`config.mk`:
```
export PLATFORM = sky130hd
export DESIGN_NAME = lcd_register_file_flat
export DESIGN_NICKNAME = d
export VERILOG_FILES = /design/src/rtl/lcd_register_file_if.sv /design/src/rtl/lcd_register_file.sv /design/src/flat_wrapper.sv
export SDC_FILE = /design/constraint.sdc
export NUM_CORES = 1
export LEC_CHECK = 0
export CORE_MARGIN = 4
export CORE_UTILIZATION = 64
export DETAILED_ROUTE_END_ITERATION = 7
export GPL_TIMING_DRIVEN = 1
export MAX_ROUTING_LAYER = met4
export PLACE_DENSITY = 0.82
export SLEW_MARGIN = 40
export SYNTH_ARGS = -nofsm -noshare
export SYNTH_HDL_FRONTEND = slang
export SYNTH_SLANG_ARGS = --single-unit
```
`constraint.sdc`:
```
create_clock -name clk -period 4.9 [get_ports clk]
set_input_delay 0.49 -clock clk [delete_from_list [all_inputs] [get_ports clk]]
set_output_delay 0.49 -clock clk [all_outputs]
set_load 0.03 [all_outputs]
```
`src/rtl/lcd_register_file_if.sv`:
```
// rtl/lcd_register_file_if.sv - write/read bus of the LCD register file
//
// Purpose: groups the register file's single write port and single read port
// so the sequencer and the output driver can share one bus bundle.
// Signals:
//   writeAddr  - entry written on the next rising edge (sequencer drives)
//   dataIn     - value written to writeAddr (sequencer drives)
//   addrToRead - entry shown on dataOut (driver logic drives)
//   dataOut    - contents of entry addrToRead, combinational (register file drives)
// Modports: master = user side, slave = register file side.

interface lcd_register_file_if #(
  parameter int ADDR_WIDTH = 5,
  parameter int DATA_WIDTH = 8
);
  logic [ADDR_WIDTH-1:0] writeAddr;
  logic [DATA_WIDTH-1:0] dataIn;
  logic [ADDR_WIDTH-1:0] addrToRead;
  logic [DATA_WIDTH-1:0] dataOut;

  modport master (
    output writeAddr,
    output dataIn,
    output addrToRead,
    input  dataOut
  );

  modport slave (
    input  writeAddr,
    input  dataIn,
    input  addrToRead,
    output dataOut
  );
endinterface

```
`src/rtl/lcd_register_file.sv`:
```
// rtl/lcd_register_file.sv - 32x8 LCD controller register file
//
// Purpose: holds LCD controller state bytes. One synchronous write port that
// writes on every non-reset edge (no write enable) and one asynchronous read
// port with zero-cycle latency.
// Ports:
//   clk   - system clock, all state updates on the rising edge
//   reset - synchronous, active-high; clears every entry to zero
//   bus   - lcd_register_file_if.slave: writeAddr/dataIn in, addrToRead in,
//           dataOut out

module lcd_register_file #(
  parameter int ADDR_WIDTH = 5,
  parameter int DATA_WIDTH = 8
) (
  input  logic                clk,
  input  logic                reset,
  lcd_register_file_if.slave  bus
);

  localparam int DEPTH = 2 ** ADDR_WIDTH;

  logic [DATA_WIDTH-1:0] mem_q [DEPTH];
  logic [DATA_WIDTH-1:0] mem_d [DEPTH];

  // Every edge writes exactly one entry; callers preserve contents by parking
  // writeAddr or writing back the current value.
  always_comb begin
    for (int i = 0; i < DEPTH; i++) begin
      mem_d[i] = mem_q[i];
    end
    mem_d[bus.writeAddr] = bus.dataIn;
  end

  // Reset wins over the write presented at the same edge.
  always_ff @(posedge clk) begin
    if (reset) begin
      for (int i = 0; i < DEPTH; i++) begin
        mem_q[i] <= '0;
      end
    end else begin
      for (int i = 0; i < DEPTH; i++) begin
        mem_q[i] <= mem_d[i];
      end
    end
  end

  // No write-through bypass: a same-address read shows the old value until
  // the edge.
  assign bus.dataOut = mem_q[bus.addrToRead];

endmodule

```
`src/flat_wrapper.sv`:
```
// flat-port wrapper written by rule: the top's interface ports become plain ports
module lcd_register_file_flat 
#(
  parameter int ADDR_WIDTH = 5,
  parameter int DATA_WIDTH = 8
)
  (clk, reset, bus_writeAddr, bus_dataIn, bus_addrToRead, bus_dataOut);
  lcd_register_file_if #(.ADDR_WIDTH(ADDR_WIDTH), .DATA_WIDTH(DATA_WIDTH)) bus_i ();
  input  logic clk;
  input  logic reset;
  input wire logic [$bits(bus_i.writeAddr)-1:0] bus_writeAddr;
  input wire logic [$bits(bus_i.dataIn)-1:0] bus_dataIn;
  input wire logic [$bits(bus_i.addrToRead)-1:0] bus_addrToRead;
  output wire logic [$bits(bus_i.dataOut)-1:0] bus_dataOut;
  assign bus_i.writeAddr = bus_writeAddr;
  assign bus_i.dataIn = bus_dataIn;
  assign bus_i.addrToRead = bus_addrToRead;
  assign bus_dataOut = bus_i.dataOut;
  lcd_register_file #(.ADDR_WIDTH(ADDR_WIDTH), .DATA_WIDTH(DATA_WIDTH)) u_core (.clk(clk), .reset(reset), .bus(bus_i));
endmodule
```
==> qor.csv <==
metric,value,unit
status,"complete, no violations",
cpPeakStageDelay,0.60,ns
final_core_util,70.4,%
yosys.area.top_type_share,43.6,%
cp_data_required_time,4.41,ns
place_area,0.0119,mm^2
path_max_fanout,20,
synth.distinct_cells,24,
htreeDepth,1,
die_h,143,um
numClockSinks,256,
syn-instance-count,1318,
routedWlPerCell,22.7,um
crit_chain,buf_4 > buf_4 > mux4_2 > mux4_2 > mux2_2 > clkdlybuf4s50_1,
path_class,in -> out,
synth_seq_area_share,43.6,%
maxSlewHeadroom,43.0,%
dieArea,0.0206,mm^2
rsz0062_at_grt,no,
leakagePower,3.89,nW
setup.worst_path.end_class,output port,
totalNegativeSetupSlack,0,ns
power,4.35,mW
gp_congestion,0.860,
largest_reg_flops,256,
reg2reg_from,u_core.mem_q[5][5]$_SDFFE_PP0P_,
postCtsSetupBuffers,0,
startpoint,bus_addrToRead[1],
yosysTopAreaCell,dfxtp_1,
cts_tree,built,
holdBufCountCts,0,
diodes,0,
r2r_end,u_core.mem_q[5][5]$_SDFFE_PP0P_,
ant_nets,0,
viasPerCell,7.23,
ys_seq_elements,256,
grt_usage,33.1,%
final_area,0.0127,mm^2
min_from,u_core.mem_q[17][4]$_SDFFE_PP0P_,
grt_pass1_wl,53.8,mm
cts.path.max_buffers,3,
initial_utilization,65.2,%
largest_register,u_core.mem_q,
synth_warnings,0,
antenna_found_initial,0,
rows,49,
fin_cells,1465,
drt_wl_total,33.3,mm
post-place-cells,1420,
via_count,10586,
setup_viol,0,
min_path_type,reg -> reg,
fillCellCount,1319,
finClkSkew,0,ns
largestRegisters,u_core.mem_q: 256 flops,
clockRootBuffer,clkbuf_16,
cp_data_arrival_time,3.23,ns
first_pass_iters,6,
grt_overflow,0,
nets,1240,
grt_max_degree,137,
ios,28,
multi_input_area,0.00596,mm^2
drt_iter0_drc,1679,
vdd_drop_max,0.303,mV
die_w,143,um
numPortBuffers,27,
layout-drive-gt1-share,14.6,%
syn_area,0.0117,mm^2
dp_hpwl,17.9,mm
cts_buffers,25,
drcViolationCount,0,
drv_cap,0,
start_kind,input port,
holdWs,0.475,ns
min_path_cells,2,
fmax,269,MHz
power.density,342,mW/mm^2
maxSlewViolCount,0,
clkLatencyLatePin,0.51,ns
slowest_stage,clkdlybuf4s50_1,
grt_pass1_vias,10200,
fin_ws,1.18,ns
tightestPinTransition,0.854,ns
path_clk_slew,0.06,ns
yosys-top-cells-area,"dfxtp_1, mux4_2, nand3_1",
hold_viol,0,
min_to,u_core.mem_q[17][4]$_SDFFE_PP0P_,
areaGrowthSynthToFinish,8.02,%
reg2regPathDepth,2,
core,0.0180,mm^2
dp_slack,1.17,ns
cts.repair.resized,0,
synth_nets,1338,
regArea,0.00512,mm^2
min_period,3.72,ns
avgSynthCellArea,8.91,um^2
fin_crit_sh,76.0,%
rrSetupSlack,4.10,ns
-- per-layer routing --
layer | share of wire (%) | vias to the layer above | global-route usage, %
met4 | 4.2 | 0 | 13.7
met3 | 9.3 | 107 | 3.86
li1 | - | 4656 | -
met1 | 39 | 5140 | 44.6
met2 | 48 | 683 | 51.4
met5 | 0 | - | -
-- cell families (layout without fill, tap and decap cells) --
kind of cell    count (synthesis)  after routing  share of synthesized area (%)
compound gates                512            512                           21.8
simple gates                  280            280                           12.3
flops                         256            256                           43.6
buf+inv                       182            100                           6.15
mux                            88             88                           16.1
-- final cells by class --
| type | instances | area share [%] |
|---|---|---|
| multi-input cells | 880 | 47.0 |
| flip-flops and latches | 256 | 40.4 |
| clock buffers | 40 | 5.77 |
| repair buffers | 57 | 4.29 |
| well taps | 229 | 2.26 |
| clock inverters | 3 | 0.316 |
-- where the power goes --
part           internal, mW  switching [mW]  total, mW
Sequential             2.11          0.0136       2.12
Combinational         0.104           0.274      0.378
Clock                  1.07           0.779       1.85
Total                  3.28            1.07       4.35
-- worst max-delay path: cells and delay by family --
family / cells / cell delay, ns
buffers and inverters: 3 / 1.28
muxes: 3 / 1.43
-- cell usage in the layout, fill, tap and decap left out, types with 5 or more instances in the layout --
master,netlist,final
a21oi_1,256,256
buf_2,7,7
buf_4,6,25
clkbuf_1,161,10
clkbuf_16,0,25
clkbuf_8,0,5
clkdlybuf4s50_1,0,18
dfxtp_1,256,256
mux2_2,8,8
mux4_2,80,80
nand3_1,257,256
o21ai_0,256,256
-- worst max-delay path by stage --
stage               slack (ns)  depth (start not counted)        endpoint
finish                    1.18                          6  bus_dataOut[1]
global route              1.10                          6  bus_dataOut[1]
CTS                       1.17                          6  bus_dataOut[1]
detailed placement        1.17                          6  bus_dataOut[1]
global placement          1.24                          6  bus_dataOut[1]
floorplan                 2.20                          6  bus_dataOut[0]
-- synth_stat cells, drive strengths merged --
cell    instances
or3             1
and3b           3
clkbuf        161
or3b            3
nor2            1
buf            21
and3            1
or2             1
nand2           1
nor3            1
a21oi         256
nand3b          3
dfxtp         256
mux4           80
mux2            8
o21ai         256
nor3b           3
nand2b          2
nand3         257
and2            1
nor2b           2
Note: power is estimated with default switching activity, not from simulation.
